## config.mk

```make
export PLATFORM = sky130hd
export DESIGN_NAME = register
export DESIGN_NICKNAME = d
export VERILOG_FILES = /design/src/rtl/register_pkg.sv /design/src/rtl/register_vol_button.sv /design/src/rtl/register.sv
export SDC_FILE = /design/constraint.sdc
export NUM_CORES = 1
export LEC_CHECK = 0
export CORE_MARGIN = 3
export CORE_UTILIZATION = 50
export DETAILED_ROUTE_END_ITERATION = 8
export PLACE_DENSITY = 0.75
export SYNTH_ARGS = -nofsm -noshare
export SYNTH_HDL_FRONTEND = slang
export SYNTH_SLANG_ARGS = --single-unit
export TNS_END_PERCENT = 5
```

## constraint.sdc

```tcl
create_clock -name Clk -period 4.45 [get_ports Clk]
set_input_delay 0.6675 -clock Clk [delete_from_list [all_inputs] [get_ports Clk]]
set_output_delay 0.6675 -clock Clk [all_outputs]
set_load 0.03 [all_outputs]
```

## src/rtl/register_pkg.sv

```systemverilog
// Shared constants, types and the level-to-gain mapping for the volume register.
//   LEVEL_W/GAIN_W  : widths of the volume level and of the audio gain code
//   LEVEL_MIN/MAX   : saturation bounds of the volume level
//   DEF_*           : default values for the top-level parameters
package register_pkg;

  localparam int unsigned LEVEL_W           = 4;
  localparam int unsigned GAIN_W            = 8;
  localparam int unsigned LEVEL_MIN         = 0;
  localparam int unsigned LEVEL_MAX         = 15;
  localparam int unsigned DEF_RESET_LEVEL   = 8;
  localparam int unsigned DEF_REPEAT_DELAY  = 8;
  localparam int unsigned DEF_REPEAT_PERIOD = 4;

  typedef logic [LEVEL_W-1:0] level_t;
  typedef logic [GAIN_W-1:0]  gain_t;

  // Gain code is the level replicated into both nibbles, i.e. level * 17.
  function automatic gain_t gain_of(input level_t level);
    return {level, level};
  endfunction

endpackage

```

## src/rtl/register_vol_button.sv

```systemverilog
// One volume button: 2-flop synchronizer, rising-edge detect and hold/repeat
// counter. Emits a one-cycle step pulse on the press and, while held, again
// after REPEAT_DELAY cycles and then every REPEAT_PERIOD cycles.
//   clk    : system clock
//   rst_n  : synchronous active-low reset
//   btn    : asynchronous button level
//   step_c : combinational one-cycle step request
module register_vol_button
  import register_pkg::*;
#(
  parameter int unsigned REPEAT_DELAY  = DEF_REPEAT_DELAY,
  parameter int unsigned REPEAT_PERIOD = DEF_REPEAT_PERIOD
) (
  input  logic clk,
  input  logic rst_n,
  input  logic btn,
  output logic step_c
);

  localparam int unsigned CNT_MAX = (REPEAT_DELAY > REPEAT_PERIOD) ? REPEAT_DELAY : REPEAT_PERIOD;
  localparam int unsigned CNT_W   = $clog2(CNT_MAX + 1);

  logic             meta;
  logic             sync;
  logic             hist;
  logic [CNT_W-1:0] cnt;
  logic             rep;
  logic             rise_c;
  logic             fire_c;

  // cnt holds cycles since the last step; rep selects the delay or period target.
  always_comb begin
    rise_c = sync & ~hist;
    fire_c = 1'b0;
    if (sync && hist) begin
      if (rep) fire_c = (cnt == CNT_W'(REPEAT_PERIOD));
      else     fire_c = (cnt == CNT_W'(REPEAT_DELAY));
    end
    step_c = rise_c | fire_c;
  end

  // Synchronizer, edge history and hold counter; a low level clears the counter at once.
  always_ff @(posedge clk) begin
    if (!rst_n) begin
      meta <= 1'b0;
      sync <= 1'b0;
      hist <= 1'b0;
      cnt  <= '0;
      rep  <= 1'b0;
    end else begin
      meta <= btn;
      sync <= meta;
      hist <= sync;
      if (!sync) begin
        cnt <= '0;
        rep <= 1'b0;
      end else if (rise_c) begin
        cnt <= CNT_W'(1);
        rep <= 1'b0;
      end else if (fire_c) begin
        cnt <= CNT_W'(1);
        rep <= 1'b1;
      end else begin
        cnt <= cnt + CNT_W'(1);
      end
    end
  end

endmodule

```

## src/rtl/register.sv

```systemverilog
// Volume register: holds a saturating 4-bit level driven by up/down buttons
// with auto-repeat, and presents it as a hex digit and an 8-bit gain code.
//   Clk      : system clock
//   Reset    : synchronous active-low reset (loads RESET_LEVEL)
//   Vol_up   : asynchronous raise request (button level)
//   Vol_down : asynchronous lower request (button level)
//   Data     : registered gain code, level * 17
//   hex_vol  : registered current level 0..15
module register
  import register_pkg::*;
#(
  parameter int unsigned RESET_LEVEL   = DEF_RESET_LEVEL,
  parameter int unsigned REPEAT_DELAY  = DEF_REPEAT_DELAY,
  parameter int unsigned REPEAT_PERIOD = DEF_REPEAT_PERIOD
) (
  input  logic              Clk,
  input  logic              Reset,
  input  logic              Vol_up,
  input  logic              Vol_down,
  output logic [GAIN_W-1:0] Data,
  output logic [LEVEL_W-1:0] hex_vol
);

  logic   up_step_c;
  logic   down_step_c;
  level_t level_nxt_c;

  register_vol_button #(
    .REPEAT_DELAY (REPEAT_DELAY),
    .REPEAT_PERIOD(REPEAT_PERIOD)
  ) u_up (
    .clk   (Clk),
    .rst_n (Reset),
    .btn   (Vol_up),
    .step_c(up_step_c)
  );

  register_vol_button #(
    .REPEAT_DELAY (REPEAT_DELAY),
    .REPEAT_PERIOD(REPEAT_PERIOD)
  ) u_down (
    .clk   (Clk),
    .rst_n (Reset),
    .btn   (Vol_down),
    .step_c(down_step_c)
  );

  // Saturating step; simultaneous up and down requests cancel.
  always_comb begin
    level_nxt_c = hex_vol;
    if (up_step_c && !down_step_c && (hex_vol != LEVEL_W'(LEVEL_MAX))) begin
      level_nxt_c = hex_vol + LEVEL_W'(1);
    end else if (down_step_c && !up_step_c && (hex_vol != LEVEL_W'(LEVEL_MIN))) begin
      level_nxt_c = hex_vol - LEVEL_W'(1);
    end
  end

  // Level and gain code share one edge so the two outputs never disagree.
  always_ff @(posedge Clk) begin
    if (!Reset) begin
      hex_vol <= LEVEL_W'(RESET_LEVEL);
      Data    <= gain_of(LEVEL_W'(RESET_LEVEL));
    end else begin
      hex_vol <= level_nxt_c;
      Data    <= gain_of(level_nxt_c);
    end
  end

endmodule

```

==> impl_metrics.tcl <==
set metrics [dict create \
    grt_max_degree 13 \
    crit_slowest_cell "clkdlybuf4s50_1" \
    clkSlewWorstSetupHoldPaths_ps 100 \
    worstHoldPathType "flip-flop to flip-flop" \
    overflow 0 \
    grt_usage 0.140 \
    firstDrtPassIters 4 \
    slew_viol_final 0 \
    wirelength_um 1530 \
    r2r_cells 7 \
    ir_drop_mv 0.232 \
    first_iter_violations 14 \
    final.setup.tns_ps 0 \
    n_fill_cell 152 \
    grt_pass1_wl_um 2690 \
    cts_tree "yes" \
    cts_root_buffer "clkbuf_4" \
    vias_per_cell 5.13 \
    core_mm2 0.00182 \
    fp-row-count 15 \
    synth_area_mm2 0.00101 \
    path_cells "clkdlybuf4s50_1" \
    p_per_area_mw_per_mm2 286 \
    ctsHoldBuffers 0 \
    total_power_uw 330 \
    dpl_worst_slack_ps 2000 \
    die_y_um 51.1 \
    seq_area_frac_synth 0.395 \
    drive_above_1_share 0.116 \
    gp_congestion 0.748 \
    grt_pass1_vias 655 \
    antenna_found_initial 0 \
    dp_hpwl_um 1230 \
    die_w_um 51.1 \
    worstSkewPairLatency_ps 290 \
    rsz0062_at_grt "false" \
    clock_sinks 20 \
    fin_crit_ps 2180 \
    portBuffers 15 \
    layout.nets 124 \
    path_buf_inv 1 \
    max_clock_freq_mhz 458 \
    critPathMaxFanout 9 \
    critPathMaxStageDelay_ps 730 \
    rr_endpoint "Data[5]" \
    fin_worst_skew_ps 2.86 \
    vias 703 \
    htree_levels 1 \
    tightest_slew_ps 378 \
    drc 0 \
    initial_core_util 0.557 \
    syn-num-nets 113 \
    arrival_ps 1520 \
    crit_cells 1 \
    critPathKind "flip-flop to output port" \
    pin_count 16 \
    routedWlPerCell_um 11.2 \
    r2r_slack_ps 2400 \
    ctsResizeCount 0 \
    r2r-start "u_up.cnt[0]" \
    diodes 0 \
    worstSetupEndpoint "Data[0]" \
    status "completed" \
    cts_buffers 3 \
    syn_avg_cell_area_um2 9.85 \
    synthCells 103 \
    dieArea_mm2 0.00261 \
    setup_viol 0 \
    postRouteAntennaNets 0 \
    synth_seq_cells 20 \
    synth_cell_types 34 \
    cp_data_required_time_ps 3780 \
    cts_buffer_depth 2 \
    worst_setup_path_start_kind "flip-flop" \
    syn_to_final_growth_pct 13.8 \
    period_share 0.491 \
    critPathLaunch "Data[4]" \
    cts_setup_buffers 0 \
    finalHoldViolations 0 \
    drv_cap 0 \
    p_leak_uw 0.000452 \
    layout_setup_ws_ps 2270 \
    critical-path-top-delay-family "buffers and inverters" \
    slew_headroom 0.747 \
    yosysWarnings 0 \
    cp-end-kind "output port" \
]
worst min path at each step:
| stage | start | end | cells after the start |
|---|---|---|---|
| floorplan | u_down.meta | u_down.sync | 1 |
| global placement | u_up.meta | u_up.sync | 1 |
| detailed placement | u_up.meta | u_up.sync | 1 |
| CTS | u_up.meta | u_up.sync | 1 |
| global route | u_up.meta | u_up.sync | 1 |
| finish | u_up.meta | u_up.sync | 1 |
cell type report:
cell class	count	area [um^2]	share of cell area
multi-input cells	61	502	0.434
flip-flops and latches	20	400	0.347
repair buffers	15	150	0.130
inverters	13	48.8	0.0423
well taps	25	31.3	0.0271
clock buffers	3	22.5	0.0195
sequential cells by signal, summed over array words and instances, names as in the netlist:
name and cells:
u_up.sync 1, u_down.rep 1, u_down.hist 1, u_down.meta 1
u_up.hist 1, u_down.sync 1, u_up.rep 1, u_up.cnt 4
Data 4, u_up.meta 1, u_down.cnt 4
layout by cell type (no fill, tap or decap), drive strengths merged, types with 3 or more instances in the layout:
cell type / count
nand2b: 3
nand2: 7
dfxtp: 20
and3: 5
nor2: 6
clkbuf: 3
and2: 4
ha: 6
clkdlybuf4s50: 15
inv: 13
stage by stage:
step	util	instances	instance area, um^2	hold slack (ps)
after floorplan	-	103	1010	412
after global placement	0.622	134	1130	415
after detailed placement	0.622	134	1130	420
after CTS	0.634	137	1150	443
after global routing	0.634	137	1150	458
final	0.634	137	1150	442
per-layer routing:
metal / vias up / share of wire / global-route usage
met3: 2 / 0.054 / 0.0350
met4: 0 / 0.016 / 0.0807
li1: 358 / - / -
met2: 21 / 0.48 / 0.247
met1: 322 / 0.45 / 0.150
met5: - / 0 / 0
power breakdown:
group / total, uW / switching [uW] / internal, uW
logic: 58.1 / 31.2 / 26.9
registers: 192 / 7.22 / 184
clock network: 80.3 / 48.9 / 31.4
synth_stat cells:
| cell | number | area [um^2] |
|---|---|---|
| dfxtp_1 | 20 | 400 |
| inv_1 | 13 | 48.8 |
| buf_4 | 8 | 60.1 |
| nand2_1 | 7 | 26.3 |
| ha_1 | 6 | 75.1 |
| nor2_1 | 6 | 22.5 |
| and2_1 | 4 | 25.0 |
| and3_1 | 4 | 25.0 |
| nand2b_1 | 3 | 18.8 |
| a21oi_1 | 2 | 10.0 |
| a31oi_1 | 2 | 12.5 |
| mux2i_1 | 2 | 20.0 |
| nand3_1 | 2 | 10.0 |
| nor3_1 | 2 | 10.0 |
| xnor2_1 | 2 | 17.5 |
| xor2_1 | 2 | 17.5 |
| a211oi_4 | 1 | 20.0 |
| a21boi_1 | 1 | 7.51 |
| a22oi_1 | 1 | 7.51 |
| a41oi_2 | 1 | 16.3 |
| and3_2 | 1 | 7.51 |
| and4b_1 | 1 | 10.0 |
| and4bb_1 | 1 | 12.5 |
| clkbuf_1 | 1 | 3.75 |
| mux2_2 | 1 | 11.3 |
| mux2_4 | 1 | 15.0 |
| nand4bb_2 | 1 | 16.3 |
| nor3b_1 | 1 | 7.51 |
| o2111a_2 | 1 | 12.5 |
| o21ai_0 | 1 | 5.00 |
| o311ai_4 | 1 | 26.3 |
| o31ai_4 | 1 | 21.3 |
| or3_1 | 1 | 6.26 |
| or4_2 | 1 | 8.76 |
cell families after synthesis:
| family | share of synthesized area |
|---|---|
| AO/OA/AOI/OAI | 0.137 |
| XOR/XNOR | 0.0345 |
| adder cells (fa/ha/maj) | 0.0740 |
| buffers and inverters | 0.111 |
| flip-flops | 0.395 |
| multiplexers | 0.0456 |
| AND/OR/NAND/NOR | 0.203 |
No activity file was read; power rests on OpenSTA's default activity.
